[src/rtl/sincos_table_gen.sv]
// sincos_table_gen: fills the sin/cos playback memory with one half period of
// a tone, one CORDIC evaluation per entry, over the clk_2 register port.
// While idle the same port is handed straight through to the host.
//
// state   | meaning
// --------+-----------------------------------------------------------------
// S_IDLE  | host owns the memory port; waiting for start
// S_SETUP | fold phase into the CORDIC range, load x/y/z
// S_ROT   | ITER CORDIC micro-rotations
// S_PACK  | quadrant fix-up, clamp, present the entry write
// S_WRITE | hold the write until the memory acknowledges it
module sincos_table_gen #(
    parameter int          pcmaw = 10,
    parameter logic [15:0] UNIT1 = 16'h4000,
    parameter int          ITER  = 14
) (
    input  logic             clk_2,
    input  logic             rst,
    input  logic             start,
    input  logic [pcmaw:0]   sin_length,
    input  logic [31:0]      phase_inc,
    output logic             busy,
    output logic             done,
    input  logic [pcmaw-1:0] host_addr,
    input  logic             host_rd,
    input  logic             host_wr,
    input  logic [31:0]      host_writedata,
    output logic             host_ready,
    output logic [31:0]      host_readdata,
    output logic [pcmaw-1:0] mem_addr,
    output logic             mem_rd,
    output logic             mem_wr,
    output logic [31:0]      mem_writedata,
    input  logic             mem_ready,
    input  logic [31:0]      mem_readdata
);

    typedef enum logic [2:0] {S_IDLE, S_SETUP, S_ROT, S_PACK, S_WRITE} state_t;

    // Start vector pre-scaled by the CORDIC gain so the result lands on UNIT1.
    localparam longint            X_INIT_L = (longint'(UNIT1) * 64'd607253 + 64'd500000) / 64'd1000000;
    localparam logic signed [17:0] X_INIT  = 18'(X_INIT_L);
    localparam logic signed [17:0] LIM     = $signed({2'b00, UNIT1});
    localparam logic signed [17:0] QUARTER = 18'sh04000;

    state_t             state;
    logic [pcmaw-1:0]   k;
    logic [31:0]        phase;
    logic [pcmaw:0]     len;
    logic [31:0]        inc;
    logic signed [17:0] x, y, z;
    logic [3:0]         iter;
    logic               swap;
    logic               gen_wr;
    logic [pcmaw-1:0]   gen_addr;
    logic [31:0]        gen_data;

    logic signed [17:0] xs, ys, i_raw, q_raw;

    // atan(2^-i) in 2^16-per-turn angle units.
    function automatic logic signed [17:0] atan_lut(input logic [3:0] i);
        case (i)
            4'd0:    atan_lut = 18'sd8192;
            4'd1:    atan_lut = 18'sd4836;
            4'd2:    atan_lut = 18'sd2555;
            4'd3:    atan_lut = 18'sd1297;
            4'd4:    atan_lut = 18'sd651;
            4'd5:    atan_lut = 18'sd326;
            4'd6:    atan_lut = 18'sd163;
            4'd7:    atan_lut = 18'sd81;
            4'd8:    atan_lut = 18'sd41;
            4'd9:    atan_lut = 18'sd20;
            4'd10:   atan_lut = 18'sd10;
            4'd11:   atan_lut = 18'sd5;
            4'd12:   atan_lut = 18'sd3;
            4'd13:   atan_lut = 18'sd1;
            4'd14:   atan_lut = 18'sd1;
            default: atan_lut = 18'sd0;
        endcase
    endfunction

    // Limit to +/-UNIT1 so gain overshoot never wraps the 16-bit sample.
    function automatic logic [15:0] clamp16(input logic signed [17:0] v);
        if (v > LIM)
            clamp16 = LIM[15:0];
        else if (v < -LIM)
            clamp16 = 16'((-LIM));
        else
            clamp16 = v[15:0];
    endfunction

    // Shifted operands for the current micro-rotation and quadrant-restored outputs.
    always_comb begin
        xs    = x >>> iter;
        ys    = y >>> iter;
        i_raw = swap ? -y : x;
        q_raw = swap ? x : y;
    end

    // Memory port ownership: host when idle, generator while busy.
    always_comb begin
        if (busy) begin
            mem_addr      = gen_addr;
            mem_rd        = 1'b0;
            mem_wr        = gen_wr;
            mem_writedata = gen_data;
            host_ready    = 1'b0;
        end else begin
            mem_addr      = host_addr;
            mem_rd        = host_rd;
            mem_wr        = host_wr;
            mem_writedata = host_writedata;
            host_ready    = mem_ready;
        end
    end

    assign host_readdata = mem_readdata;

    // Table generation sequencer and CORDIC datapath.
    always_ff @(posedge clk_2 or posedge rst) begin
        if (rst) begin
            state    <= S_IDLE;
            busy     <= 1'b0;
            done     <= 1'b0;
            k        <= '0;
            phase    <= '0;
            len      <= '0;
            inc      <= '0;
            x        <= '0;
            y        <= '0;
            z        <= '0;
            iter     <= '0;
            swap     <= 1'b0;
            gen_wr   <= 1'b0;
            gen_addr <= '0;
            gen_data <= '0;
        end else begin
            done <= 1'b0;
            case (state)
                S_IDLE: begin
                    if (start) begin
                        len   <= sin_length;
                        inc   <= phase_inc;
                        k     <= '0;
                        phase <= '0;
                        if (sin_length == '0) begin
                            done <= 1'b1;
                        end else begin
                            busy  <= 1'b1;
                            state <= S_SETUP;
                        end
                    end
                end
                S_SETUP: begin
                    x    <= X_INIT;
                    y    <= '0;
                    iter <= '0;
                    if (phase[31:30] == 2'b00) begin
                        z    <= $signed({2'b00, phase[31:16]});
                        swap <= 1'b0;
                    end else begin
                        z    <= $signed({2'b00, phase[31:16]}) - QUARTER;
                        swap <= 1'b1;
                    end
                    state <= S_ROT;
                end
                S_ROT: begin
                    if (z[17]) begin
                        x <= x + ys;
                        y <= y - xs;
                        z <= z + atan_lut(iter);
                    end else begin
                        x <= x - ys;
                        y <= y + xs;
                        z <= z - atan_lut(iter);
                    end
                    iter <= iter + 4'd1;
                    if (iter == 4'(ITER - 1))
                        state <= S_PACK;
                end
                S_PACK: begin
                    gen_addr <= k;
                    gen_data <= {clamp16(i_raw), clamp16(q_raw)};
                    gen_wr   <= 1'b1;
                    state    <= S_WRITE;
                end
                S_WRITE: begin
                    if (mem_ready) begin
                        gen_wr <= 1'b0;
                        if (k == len[pcmaw:1]) begin
                            done  <= 1'b1;
                            busy  <= 1'b0;
                            state <= S_IDLE;
                        end else begin
                            k     <= k + pcmaw'(1);
                            phase <= phase + inc;
                            state <= S_SETUP;
                        end
                    end
                end
                default: state <= S_IDLE;
            endcase
        end
    end

endmodule
[config.mk]
export PLATFORM = sky130hd
export DESIGN_NAME = sincos_table_gen
export DESIGN_NICKNAME = d
export VERILOG_FILES = /design/src/rtl/sincos_table_gen.sv
export SDC_FILE = /design/constraint.sdc
export NUM_CORES = 1
export LEC_CHECK = 0
export ABC_AREA = 0
export ABC_CLOCK_PERIOD_IN_PS = 7500
export CAP_MARGIN = 5
export CORE_UTILIZATION = 45
export DETAILED_ROUTE_END_ITERATION = 7
export PLACE_DENSITY = 0.7
export SYNTH_ARGS = -nofsm -noshare
export SYNTH_HDL_FRONTEND = slang
export SYNTH_SLANG_ARGS = --single-unit
[constraint.sdc]
create_clock -name clk_2 -period 7.5 [get_ports clk_2]
set_input_delay 1.5 -clock clk_2 [delete_from_list [all_inputs] [get_ports clk_2]]
set_output_delay 1.5 -clock clk_2 [all_outputs]
set_load 0.005 [all_outputs]
# == Word level (Yosys, flattened, before mapping) ==
# Memory sizes are Yosys's and may differ from the RTL's.
# Index checks and enable logic that the tools add are counted.
# W data, S select, Z words.
# op_classes
n_addsub,11
order_cmp,4
eq_ne,12
shifts,2
mux,50
n_reduce_logical,11
# ops
cell,count
$mux W18,10
$mux W32,4
$pmux W18 S2,3
$mux W16,4
$pmux W32 S2,1
$add A18 B18 Y18,3
$sub A18 B18 Y18,3
$mux W10,4
$gt A18 B16 Y1 const B,2
$lt A18 B15 Y1 const B,2
$sshr A18 B4 Y18,2
$add A32 B32 Y32,1
$pmux W10 S2,1
$neg A18 Y18,1
$sub A16 B15 Y17 const B,1
$pmux W3 S5,1
$mux W1,14
$mux W3,4
$ne A2 B2 Y1 const B,6
$logic_not A11 Y1,1
$add A10 B1 Y10 const B,1
$eq A10 B10 Y1,1
$pmux W4 S2,1
$reduce_and A4 Y1,2
11 further kinds,17
# totals
reg_bits,192
mem_bits_ro,448
inputBits,123
wordCells,107
mem_count,2
# mem_list
memory,depth,width,read_ports,rd_ports_with_merged_regs,write_ports,line_no,source
(no name shown),16,14,1,0,0,62,case (i)
(no name shown),16,14,1,0,0,62,

# == Logic depth before layout (Yosys ltp) ==
# Gate-level depths: netlist (run 1).
# An unclocked memory read counts as a cell.
# logic_depth
ltp_word,6
depth_mapped,26

# == Least setup slack after synthesis (run 1) ==
# Ideal clock, no wire load.
# synth_timing
path_type,reg-to-reg
from,reg iter[1]
to,reg y[17]
setup_ns,0.070
arrival_ns,4.631
t_required_ns,7.430
setup_slack_ns,2.799
stages_incl_launch_ff,23
path_buffers,2
synth_period_minus_slack_ns,4.701
path_cell_list,dfrtp_1 > buf_6 > buf_6 > mux4_2 > mux2_2 > a221o_1 > inv_1 > ha_1 > nor2b_1 > inv_1 > o21a_1 > xnor2_1 > ha_1 > o21a_1 > o21ai_0 > a32oi_1 > a41oi_1 > a31oi_1 > a21o_1 > a21oi_1 > xnor2_1 > or3_1 > nand3_1
# synth_between
elab_chain_cells,4
# synth_lines
item,line_no,source
start: declaration,52,logic [3:0] iter;
start signal: assignment,177,iter <= iter + 4'd1;
$sshr A18 B4 Y18 *,94,xs = x >>> iter;
$add A18 B18 Y18 / $sub A18 B18 Y18 (equally long branches),"174, 170",
$mux W18 *,168,if (z[17]) begin
$pmux W18 S2 *,139,case (state)
end signal: assignment,170,y <= y - xs;
end signal: assignment,174,y <= y + xs;
end: declaration,51,"logic signed [17:0] x, y, z;"
# Mark *: on every way between the ends. The rest lies on a longest branch, timed or not.
# A chain may end at the register's enable or synchronous reset.

# == Worst setup path after layout (run 1) ==
# Same ends and word-level chain as after synthesis.

==> results of run 1 <==
[flip-flops by register name, summed over array words and instances (netlist names), 3 cells and up]
name	cells
x	18
k	10
y	18
inc	32
z	18
state	3
len	10
gen_data	32
phase	32
iter	4
gen_addr	10
[area by class of cell]
cell class | count | area, um^2 | area share
Multi-Input combinational cell | 1367 | 10200 | 0.573
Sequential cell | 191 | 4780 | 0.269
Timing Repair Buffer | 153 | 1490 | 0.0838
Tap cell | 455 | 569 | 0.0320
Clock buffer | 17 | 425 | 0.0239
Inverter | 46 | 180 | 0.0101
Clock inverter | 14 | 150 | 0.00844
[routing by layer]
layer	GRT usage	routed length, um
met1	0.313	18200
met2	0.385	19300
met3	0.0365	2760
met4	0.0782	1150
met5	0	0
[metrics by stage]
stage | instances | worst slack (ps) | utilization | cell area, um^2 | hold WS (ps)
2_1_floorplan | 1746 | 801 | - | 15900 | 440
3_3_place_gp | 2212 | 2010 | 0.497 | 17200 | 462
3_5_place_dp | 2212 | 1900 | 0.497 | 17200 | 463
4_1_cts | 2243 | 1860 | 0.514 | 17800 | 481
5_1_grt | 2243 | 1400 | 0.514 | 17800 | 499
6_report | 2243 | 1820 | 0.514 | 17800 | 478
[worst max-delay path: cells and delay by family, from the launching register on]
kind / cells / cell delay (ps)
adder cells (fa/ha/maj): 2 / 490
AND/OR/NAND/NOR: 3 / 620
AO/OA/AOI/OAI: 9 / 2070
multiplexers: 2 / 900
XOR/XNOR: 2 / 220
buffers and inverters: 2 / 210
flip-flops: 1 / 1080
[cell families after synthesis]
kind of cell             synth area share
buffers and inverters              0.0567
multiplexers                        0.159
XOR/XNOR                           0.0822
adder cells (fa/ha/maj)            0.0800
AND/OR/NAND/NOR                     0.147
flip-flops                          0.301
AO/OA/AOI/OAI                       0.174
[cell usage in the layout, fill, tap and decap left out, types with 63 or more instances in the layout]
cell,count
nand2_1,201
nor2_1,110
ha_1,95
mux2_2,97
a21oi_1,101
clkdlybuf4s50_1,137
xnor2_1,84
dfrtp_1,187
o21ai_0,105
xor2_1,63
[final timing paths]
check / start / end
max: iter[1]$_DFFE_PP0P_ / y[17]$_DFFE_PP0P_
min: gen_data[31]$_DFFE_PP0P_ / gen_data[31]$_DFFE_PP0P_
max reg2reg: iter[1]$_DFFE_PP0P_ / y[17]$_DFFE_PP0P_
min reg2reg: gen_data[31]$_DFFE_PP0P_ / gen_data[31]$_DFFE_PP0P_
max in group asynchronous: rst / iter[1]$_DFFE_PP0P_
min in group asynchronous: rst / inc[6]$_DFFE_PP0P_
==> PnR_summary.wiki, run 1 <==
{| class="wikitable"
! Metric !! Value
|-
| Status || finished, final reports clean
|-
| Slew @ Worst Pin || approximately 1100 ps
|-
| Chain of cells forming the critical path || mux4_2 -> mux2_2 -> a221o_1 -> inv_1 -> ha_1 -> nor2b_1 -> inv_1 -> o21a_1 -> xnor2_1 -> ha_1 -> o21a_1 -> o21ai_0 -> a32oi_1 -> a41oi_1 -> a31oi_1 -> a21o_1 -> a21oi_1 -> xnor2_1 -> or3_1 -> nand3_1
|-
| Min-Delay Path Depth || 2
|-
| Count of buffers from port buffering || 137
|-
| Synth top area cells || dfrtp_1 (30%), ha_1 (7.5%), mux2_2 (6.9%), mux4_2 (4.8%), nand2_1 (4.8%)
|-
| FF-to-FF path depth || 20
|-
| Combined global-route utilization of all metal layers || 0.234
|-
| Number of vias in the routed layout || ~14000
|-
| Kind of critical path || flop to flop
|-
| Max-Slew Margin vs Limit || 0.267
|-
| Unrepaired setup endpoints after global routing || false
|-
| Max-slew violations || 0
|-
| Share of synthesized registers carrying an async set or reset || 1.00
|-
| Pin count of the biggest net entering global routing || ~120
|-
| Maximum number of buffers from clock root to sink || 2
|-
| Sink count of the clock tree || 191
|-
| DR WL/cell || 18.5 um
|-
| Core area || approximately 0.035 mm^2
|-
| Commonest cells in the synthesized netlist || nand2_1 (201), dfrtp_1 (191), nor2_1 (111), o21ai_0 (105), a21oi_1 (101)
|-
| Total DRC errors in the routed layout || 0
|-
| Count of flip-flops with a built-in enable after synthesis || 0
|-
| Remaining Overflow, GRT || 0
|-
| Library cells used by synthesis || 83
|-
| Synth Instances || around 1700
|-
| Via density per instance || a little over 6
|-
| Number of hold violations in the final report || 0
|-
| Starting Density || 0.458
|-
| R2R Setup Slk || approximately 1800 ps
|-
| Post-CTS setup buffer count || 0
|-
| N_diodes || 0
|-
| Post-Route WL || about 42 mm
|-
| Worst setup SP type || flop
|-
| Number of levels the H-tree was split into || 4
|-
| Path class of the lowest-slack min-delay path || flop to flop
|-
| Clk Latency, worst-skew pair || about 460 ps
|-
| Post-detailed-route count of antenna-violating nets || 0
|-
| Detailed Routing Iterations Pass 1 || 7
|-
| Syn-to-layout area delta || 12.2%
|-
| Crit. End Element || flop
|-
| Cell chosen for the clock root || clkbuf_16
|-
| Mean Syn Cell Area || approximately 9 um^2
|-
| TritonCTS clock tree || done
|-
| CP required || 7880 ps
|-
| Arrival time at the worst endpoint || around 6100 ps
|-
| Vert. Die Dim || 190 um
|-
| Most instantiated library cell after synthesis || nand2_1
|-
| Number of buffers inserted during clock tree synthesis || 17
|-
| Highest cell delay on the worst timing path || roughly 1100 ps
|-
| Via count of the first global-routing pass || 13200
|-
| Number of gates resized after cts || 0
|-
| Filler cell count || about 3200
|-
| Final GP Congestion || just over 0.9
|-
| Achievable Freq || between 0.15 and 0.2 GHz
|-
| I/O pin count || roughly 200
|-
| Horizontal die dimension || 190 um
|-
| Number of warnings reported in the yosys synthesis log || 0
|-
| Sequential share of the synthesized area || 0.301
|-
| Min Clock Period, post-route || 5680 ps
|-
| Count of final setup violators || 0
|-
| Total of hold buffers inserted after clock tree synthesis || 0
|-
| Post-Route Skew || roughly 19 ps
|-
| Predominant post-synthesis flop cell || dfrtp_1
|-
| Cell at the slowest stage of the critical path || dfrtp_2
|-
| Post-Syn Area || between 0.015 and 0.02 mm^2
|-
| Layout cells sized above 1 || 0.121
|-
| Wire length of the first global-routing pass || 68.1 mm
|-
| Number of antenna violations at the first check in global routing || 0
|-
| Part of the cycle the worst path needs || 0.757
|-
| Number of nets produced by synthesis || 1968
|-
| Final Net Count || approximately 2000
|-
| Largest driver fanout on the critical path || 47
|-
| Number of maximum-capacitance violations || 0
|-
| Total number of placement rows || a little under 70
|-
| Final setup TNS || 0 ps
|-
| Yosys top cell by area || dfrtp_1
|-
| CTS clock-pin slew for the worst setup and hold paths || around 80 ps
|-
| Overall die area || between 0.03 and 0.04 mm^2
|-
| Starting DRC count in detailed routing || between 1500 and 2000
|-
| FF+latch count, synth || 191
|-
| DP Wirelength || 29.1 mm
|-
| Fraction of post-synthesis cell area in the top cell type by area || 0.301
|}
Power of run 1 is not shown: default switching activity piles up to over one toggle a cycle in this logic, so the estimate is an artifact.
==> inputs of run 2 (changes only) <==
--- a/config.mk
+++ b/config.mk
@@ -6,7 +6,7 @@
 export NUM_CORES = 1
 export LEC_CHECK = 0
 export ABC_AREA = 0
-export ABC_CLOCK_PERIOD_IN_PS = 7500
+export ABC_CLOCK_PERIOD_IN_PS = 5600
 export CAP_MARGIN = 5
 export CORE_UTILIZATION = 45
 export DETAILED_ROUTE_END_ITERATION = 7
==> constraint.sdc (replaced) <==
create_clock -name clk_2 -period 5.6 [get_ports clk_2]
set_input_delay 1.12 -clock clk_2 [delete_from_list [all_inputs] [get_ports clk_2]]
set_output_delay 1.12 -clock clk_2 [all_outputs]
set_load 0.005 [all_outputs]
==> run 2 against run 1 <==
Effect of this change: largest cell class unchanged; sequential cell count did not move; final cell count rose by 1.3%; critical path type unchanged; non-clock buffer count rose by 28; critical path depth did not move; die area did not move; critical endpoint unchanged.
==> PnR_summary.wiki, run 2 (synthesis gave the netlist of run 1 again) <==
{| class="wikitable"
! Metric !! Value
|-
| Kind of critical path || flop to flop (unchanged)
|-
| FF-to-FF path depth || 20 (unchanged)
|-
| Slew @ Worst Pin || 985 ps (was 1100 ps)
|-
| Worst path buffer plus inverter count || 2 (unchanged)
|-
| CP required || 5990 ps (was 7880 ps)
|-
| Critical Path Stages || 20 (unchanged)
|-
| Number of buffers inserted during clock tree synthesis || 17 (unchanged)
|-
| Cell at the slowest stage of the critical path || dfrtp_2 (unchanged)
|-
| Syn-to-layout area delta || 13.9% (was 12.2%)
|-
| Count of final setup violators || 0 (unchanged)
|-
| Filler cell count || 3114 (was 3163)
|-
| Starting Density || 0.458 (unchanged)
|-
| Via count of the first global-routing pass || 13300 (was 13200)
|-
| R2R Setup Slk || 400 ps (was 1820 ps)
|-
| Count of buffers from port buffering || 137 (unchanged)
|-
| Post-Route WL || 42.7 mm (was 41.5 mm)
|-
| Overall die area || 0.0360 mm^2 (unchanged)
|-
| Wire length of the first global-routing pass || 70.0 mm (was 68.1 mm)
|-
| Arrival time at the worst endpoint || 5590 ps (was 6060 ps)
|-
| Cell chosen for the clock root || clkbuf_16 (unchanged)
|-
| Worst setup SP type || flop (unchanged)
|-
| Max-Slew Margin vs Limit || 0.343 (was 0.267)
|-
| Crit path from || iter[1]$_DFFE_PP0P_ (unchanged)
|-
| Category of cells accounting for the largest share of critical-path delay || compound AO/OA/AOI/OAI gates (unchanged)
|-
| Via density per instance || 5.99 (was 6.04)
|-
| Combined global-route utilization of all metal layers || 0.242 (was 0.234)
|-
| Path class of the lowest-slack min-delay path || flop to flop (unchanged)
|-
| Final GP Congestion || 0.962 (was 0.923)
|-
| Detailed Routing Iterations Pass 1 || 7 (unchanged)
|-
| DR WL/cell || 18.8 um (was 18.5 um)
|-
| Post-Place Setup Slack || 447 ps (was 1900 ps)
|-
| Max-slew violations || 0 (unchanged)
|-
| Horizontal die dimension || 190 um (unchanged)
|-
| Total number of placement rows || 68 (unchanged)
|-
| Startpoint of the lowest-slack register-to-register path || iter[1]$_DFFE_PP0P_ (unchanged)
|-
| Layout cells sized above 1 || 0.135 (was 0.121)
|-
| Reg area || 0.00479 mm^2 (was 0.00478 mm^2)
|-
| Chain of cells forming the critical path || mux4_2 -> mux2_2 -> a221o_1 -> inv_1 -> ha_1 -> nor2b_1 -> inv_1 -> o21a_1 -> xnor2_1 -> ha_1 -> o21a_1 -> o21ai_0 -> a32oi_1 -> a41oi_1 -> a31oi_1 -> a21o_1 -> a21oi_1 -> xnor2_1 -> or3_1 -> nand3_1 (unchanged)
|-
| Number of vias in the routed layout || 13600 (was 13500)
|-
| Highest cell delay on the worst timing path || 660 ps (was 1080 ps)
|-
| CTS clock-pin slew for the worst setup and hold paths || 80 ps (about the same)
|-
| Vert. Die Dim || 190 um (unchanged)
|-
| Multi-input combinational cell area || 0.0102 mm^2 (unchanged)
|-
| Min Clock Period, post-route || 5200 ps (was 5680 ps)
|-
| Total DRC errors in the routed layout || 0 (unchanged)
|-
| Unrepaired setup endpoints after global routing || false (unchanged)
|-
| N_diodes || 0 (unchanged)
|-
| Final Net Count || 2026 (was 1998)
|-
| Total of hold buffers inserted after clock tree synthesis || 0 (unchanged)
|-
| Pin count of the biggest net entering global routing || 152 (was 124)
|-
| Crit. End Element || flop (unchanged)
|-
| Most common cell after layout, fill and taps aside || nand2_1 (unchanged)
|-
| Number of hold violations in the final report || 0 (unchanged)
|-
| Post-detailed-route count of antenna-violating nets || 0 (unchanged)
|-
| Number of gates resized after cts || 0 (unchanged)
|-
| TritonCTS clock tree || done (unchanged)
|-
| Achievable Freq || 0.192 GHz (was 0.176 GHz)
|-
| Capture instance of the worst register-to-register path || y[17]$_DFFE_PP0P_ (unchanged)
|-
| Part of the cycle the worst path needs || 0.929 (was 0.757)
|-
| Largest driver fanout on the critical path || 17 (was 47)
|-
| I/O pin count || 202 (unchanged)
|-
| Status || finished, final reports clean (unchanged)
|-
| Remaining Overflow, GRT || 0 (unchanged)
|-
| Commonest non-fill, non-tap cells in the layout || nand2_1 (201), dfrtp_1 (187), clkdlybuf4s50_1 (137) (unchanged)
|-
| Top Registers || gen_data x32, inc x32, phase x32 (unchanged)
|-
| Worst setup endpoint || y[17]$_DFFE_PP0P_ (unchanged)
|-
| Post-Route Skew || 12.8 ps (was 18.6 ps)
|-
| Clk Latency, worst-skew pair || 450 ps (was 460 ps)
|-
| Maximum number of buffers from clock root to sink || 2 (unchanged)
|-
| Fin worst setup slack || 400 ps (was 1820 ps)
|-
| Final setup TNS || 0 ps (unchanged)
|-
| Sink count of the clock tree || 191 (unchanged)
|-
| DP Wirelength || 30.8 mm (was 29.1 mm)
|-
| Number of antenna violations at the first check in global routing || 0 (unchanged)
|-
| Core area || 0.0346 mm^2 (unchanged)
|-
| Number of maximum-capacitance violations || 0 (unchanged)
|-
| Number of levels the H-tree was split into || 4 (unchanged)
|-
| Starting DRC count in detailed routing || 1073 (was 1514)
|-
| Post-CTS setup buffer count || 0 (unchanged)
|}
run 2: cell types whose count changed in the layout (fill, tap and decap cells not counted), moves of 2 or more:
cell,delta
buf_12,+2
clkinv_8,-2
clkinv_4,+3
inv_6,-3
buf_4,+26
run 2: per-stage QoR:
step,std cells,utilization,hold slack (ps),cell area (um^2)
2_1_floorplan,1746,-,440,15900
3_3_place_gp,2240,0.504,464,17500
3_5_place_dp,2240,0.504,462,17500
4_1_cts,2272,0.522,483,18100
5_1_grt,2272,0.522,507,18100
6_report,2272,0.522,482,18100
run 2: layout make-up:
| class | instances | area share |
|---|---|---|
| Tap cell | 455 | 0.0315 |
| Timing Repair Buffer | 181 | 0.0956 |
| Clock buffer | 18 | 0.0243 |
| Clock inverter | 14 | 0.00949 |
| Multi-Input combinational cell | 1367 | 0.564 |
| Sequential cell | 191 | 0.265 |
| Inverter | 46 | 0.00977 |
run 2: metal layers:
| metal | share of wire | track usage | up-vias | wire (um) |
|---|---|---|---|---|
| met3 | 0.083 | 0.0459 | 76 | 3560 |
| met1 | 0.43 | 0.329 | 6543 | 18300 |
| met5 | 0 | 0 | - | 0 |
| li1 | - | - | 6407 | - |
| met2 | 0.47 | 0.392 | 578 | 19900 |
| met4 | 0.022 | 0.0682 | 0 | 934 |
run 2: worst min-delay path by stage:
stage | start | end | slack (ps) | cells past startpoint
4_1_cts | gen_data[20]$_DFFE_PP0P_ | gen_data[20]$_DFFE_PP0P_ | 480 | 2
6_report | gen_data[22]$_DFFE_PP0P_ | gen_data[22]$_DFFE_PP0P_ | 480 | 2
2_1_floorplan | gen_wr$_DFFE_PP0P_ | gen_wr$_DFFE_PP0P_ | 440 | 2
3_5_place_dp | gen_addr[4]$_DFFE_PP0P_ | gen_addr[4]$_DFFE_PP0P_ | 460 | 2
3_3_place_gp | gen_addr[6]$_DFFE_PP0P_ | gen_addr[6]$_DFFE_PP0P_ | 460 | 2
5_1_grt | gen_data[20]$_DFFE_PP0P_ | gen_data[20]$_DFFE_PP0P_ | 510 | 2
run 2: worst register-to-register path: stages (launching register included):
cell     delay (ps)
dfrtp_2         660
mux4_2          590
mux2_2          300
a221o_1         410
inv_1           110
ha_1            170
nor2b_1         220
inv_1           120
o21a_1          210
xnor2_1         130
ha_1            330
o21a_1          190
o21ai_0         130
a32oi_1         120
a41oi_1         380
a31oi_1         200
a21o_1          210
a21oi_1         180
xnor2_1         100
or3_1           320
nand3_1          90
Power of run 2 is left out for the same reason.
==> inputs of run 3 (changes only) <==
--- a/config.mk
+++ b/config.mk
@@ -8,6 +8,7 @@
 export ABC_AREA = 0
 export ABC_CLOCK_PERIOD_IN_PS = 5600
 export CAP_MARGIN = 5
+export CORE_MARGIN = 2
 export CORE_UTILIZATION = 45
 export DETAILED_ROUTE_END_ITERATION = 7
 export PLACE_DENSITY = 0.7
==> run 3 against run 2 <==
Effect of this change: final cell count is the same; largest cell class unchanged; sequential cell count is the same; hold slack lost 4.5 ps; utilization is essentially flat; die area grew 2.1%; wire length grew 1.9%; register-to-register slack is essentially flat; setup slack gained 4.2 ps; sequential share of layout area is essentially flat.
==> PnR_summary.wiki, run 3 (synthesis gave the netlist of run 1 again) <==
{| class="wikitable"
! Metric !! Value
|-
| Path class of the lowest-slack min-delay path || flop to flop (unchanged)
|-
| Number of vias in the routed layout || 13700 (was 13600)
|-
| R2R Setup Slk || 400 ps (about the same)
|-
| Starting Density || 0.458 (unchanged)
|-
| Slew @ Worst Pin || 1020 ps (was 985 ps)
|-
| Part of the cycle the worst path needs || 0.928 (was 0.929)
|-
| Final setup TNS || 0 ps (unchanged)
|-
| Syn-to-layout area delta || 13.9% (about the same)
|-
| Combined global-route utilization of all metal layers || 0.241 (was 0.242)
|-
| Vert. Die Dim || 192 um (was 190 um)
|-
| DP Wirelength || 31.6 mm (was 30.8 mm)
|-
| CTS clock-pin slew for the worst setup and hold paths || 80 ps (about the same)
|-
| Endpoint, Worst Hold || gen_addr[9]$_DFFE_PP0P_ (was gen_data[22]$_DFFE_PP0P_)
|-
| Largest driver fanout on the critical path || 31 (was 17)
|-
| Capture instance of the worst register-to-register path || x[17]$_DFFE_PP0P_ (was y[17]$_DFFE_PP0P_)
|-
| Filler cell count || 3129 (was 3114)
|-
| TritonCTS clock tree || done (unchanged)
|-
| Layout cells sized above 1 || 0.135 (about the same)
|-
| Wire length of the first global-routing pass || 71.0 mm (was 70.0 mm)
|-
| Count of final setup violators || 0 (unchanged)
|-
| Clk Latency, worst-skew pair || 460 ps (was 450 ps)
|-
| Maximum number of buffers from clock root to sink || 2 (unchanged)
|-
| Max-slew violations || 0 (unchanged)
|-
| Commonest non-fill, non-tap cells in the layout || nand2_1 (201), dfrtp_1 (187), clkdlybuf4s50_1 (137) (unchanged)
|-
| Most common cell after layout, fill and taps aside || nand2_1 (unchanged)
|-
| Number of levels the H-tree was split into || 4 (unchanged)
|-
| Cell area after placement || 0.0175 mm^2 (about the same)
|-
| Detailed Routing Iterations Pass 1 || 6 (was 7)
|-
| Number of maximum-capacitance violations || 0 (unchanged)
|-
| Arrival time at the worst endpoint || 5580 ps (was 5590 ps)
|-
| Max-Slew Margin vs Limit || 0.320 (was 0.343)
|-
| Post-CTS setup buffer count || 0 (unchanged)
|-
| Achievable Freq || 0.192 GHz (about the same)
|-
| Count of buffers from port buffering || 137 (unchanged)
|-
| Remaining Overflow, GRT || 0 (unchanged)
|-
| Final GP Congestion || 0.970 (was 0.962)
|-
| Top Registers || gen_data x32, inc x32, phase x32 (unchanged)
|-
| Post-layout instance area || 0.0181 mm^2 (about the same)
|-
| I/O pin count || 202 (unchanged)
|-
| DR WL/cell || 19.1 um (was 18.8 um)
|-
| Total of hold buffers inserted after clock tree synthesis || 0 (unchanged)
|-
| Core area || 0.0346 mm^2 (unchanged)
|-
| Hold path start || gen_addr[9]$_DFFE_PP0P_ (was gen_data[22]$_DFFE_PP0P_)
|-
| Via density per instance || 6.05 (was 5.99)
|-
| Min Clock Period, post-route || 5200 ps (about the same)
|-
| Horizontal die dimension || 192 um (was 190 um)
|-
| Crit. End Element || flop (unchanged)
|-
| CP required || 5980 ps (was 5990 ps)
|-
| Startpoint of the lowest-slack register-to-register path || iter[1]$_DFFE_PP0P_ (unchanged)
|-
| Sink count of the clock tree || 191 (unchanged)
|-
| Number of buffers inserted during clock tree synthesis || 17 (unchanged)
|-
| Number of hold violations in the final report || 0 (unchanged)
|-
| Total number of placement rows || 68 (unchanged)
|-
| Status || finished, final reports clean (unchanged)
|-
| Cell chosen for the clock root || clkbuf_16 (unchanged)
|-
| Worst setup SP type || flop (unchanged)
|-
| Utilization of the core after routing || 0.521 (was 0.522)
|-
| Min-Delay Path Depth || 2 (unchanged)
|-
| Total DRC errors in the routed layout || 0 (unchanged)
|-
| Post-Route WL || 43.5 mm (was 42.7 mm)
|-
| Post-Route Skew || 13.0 ps (was 12.8 ps)
|-
| Overall die area || 0.0367 mm^2 (was 0.0360 mm^2)
|-
| Number of antenna violations at the first check in global routing || 1 (was 0)
|-
| FF-to-FF path depth || 17 (was 20)
|-
| Final Net Count || 2025 (was 2026)
|-
| Starting DRC count in detailed routing || 1349 (was 1073)
|-
| Unrepaired setup endpoints after global routing || false (unchanged)
|-
| Via count of the first global-routing pass || 13600 (was 13300)
|-
| Pin count of the biggest net entering global routing || 68 (was 152)
|-
| Post-detailed-route count of antenna-violating nets || 0 (unchanged)
|-
| Kind of critical path || flop to flop (unchanged)
|}
-- run 3: changes by cell type in the layout (fill, tap and decap cells not counted), moves of 2 or more --
cell | previous run | this run
buf_4 | 42 | 40
inv_6 | 2 | 4
clkinv_4 | 3 | 1
clkinvlp_4 | 3 | 1
clkinv_2 | 0 | 4
-- run 3: critical path, cell delays in order (launching register included) --
cell,delay [ps]
dfrtp_4,590
buf_12,250
mux4_2,520
mux2_2,290
a21oi_1,330
ha_1,310
a21o_1,200
ha_1,300
a211oi_1,320
nor2_1,110
or4_1,460
a41oi_1,300
a21oi_1,150
a31o_2,290
a31oi_1,200
xnor2_1,110
or3_1,310
o21ai_1,90
-- run 3: worst max path at each step --
stage	startpoint	to	slack, ps
2_1_floorplan	iter[1]$_DFFE_PP0P_	y[17]$_DFFE_PP0P_	900
3_3_place_gp	iter[1]$_DFFE_PP0P_	y[17]$_DFFE_PP0P_	610
3_5_place_dp	iter[1]$_DFFE_PP0P_	x[17]$_DFFE_PP0P_	430
4_1_cts	iter[1]$_DFFE_PP0P_	x[17]$_DFFE_PP0P_	410
5_1_grt	iter[1]$_DFFE_PP0P_	x[17]$_DFFE_PP0P_	40
6_report	iter[1]$_DFFE_PP0P_	x[17]$_DFFE_PP0P_	400
-- run 3: area by class of cell --
cell class,count,area (um^2),area share
diodes,1,2.50,0.000139
clock buffers,18,439,0.0243
clock inverters,14,149,0.00825
inverters,46,176,0.00977
multi-input cells,1367,10200,0.565
flip-flops and latches,191,4790,0.265
well taps,455,569,0.0315
repair buffers,180,1730,0.0959
-- run 3: stage by stage --
stage	instances	setup slack (ps)	hold slack [ps]
floorplan	1746	899	440
global placement	2239	606	460
detailed placement	2239	426	462
CTS	2271	407	480
global route	2271	40.6	499
finish	2272	404	478
-- run 3: repair_timing --
item,CTS,global route
setup endpoints to repair,0,1
gates resized for setup,0,2
endpoints found under the hold margin,0,0
-- run 3: per-layer routing --
layer,global-route usage,part of all wire,vias up
met1,0.314,0.42,6626
met2,0.404,0.48,607
met5,0,0.00034,-
met4,0.0731,0.026,2
li1,-,-,6408
met3,0.0484,0.080,97
Power of run 3 is left out for the same reason.
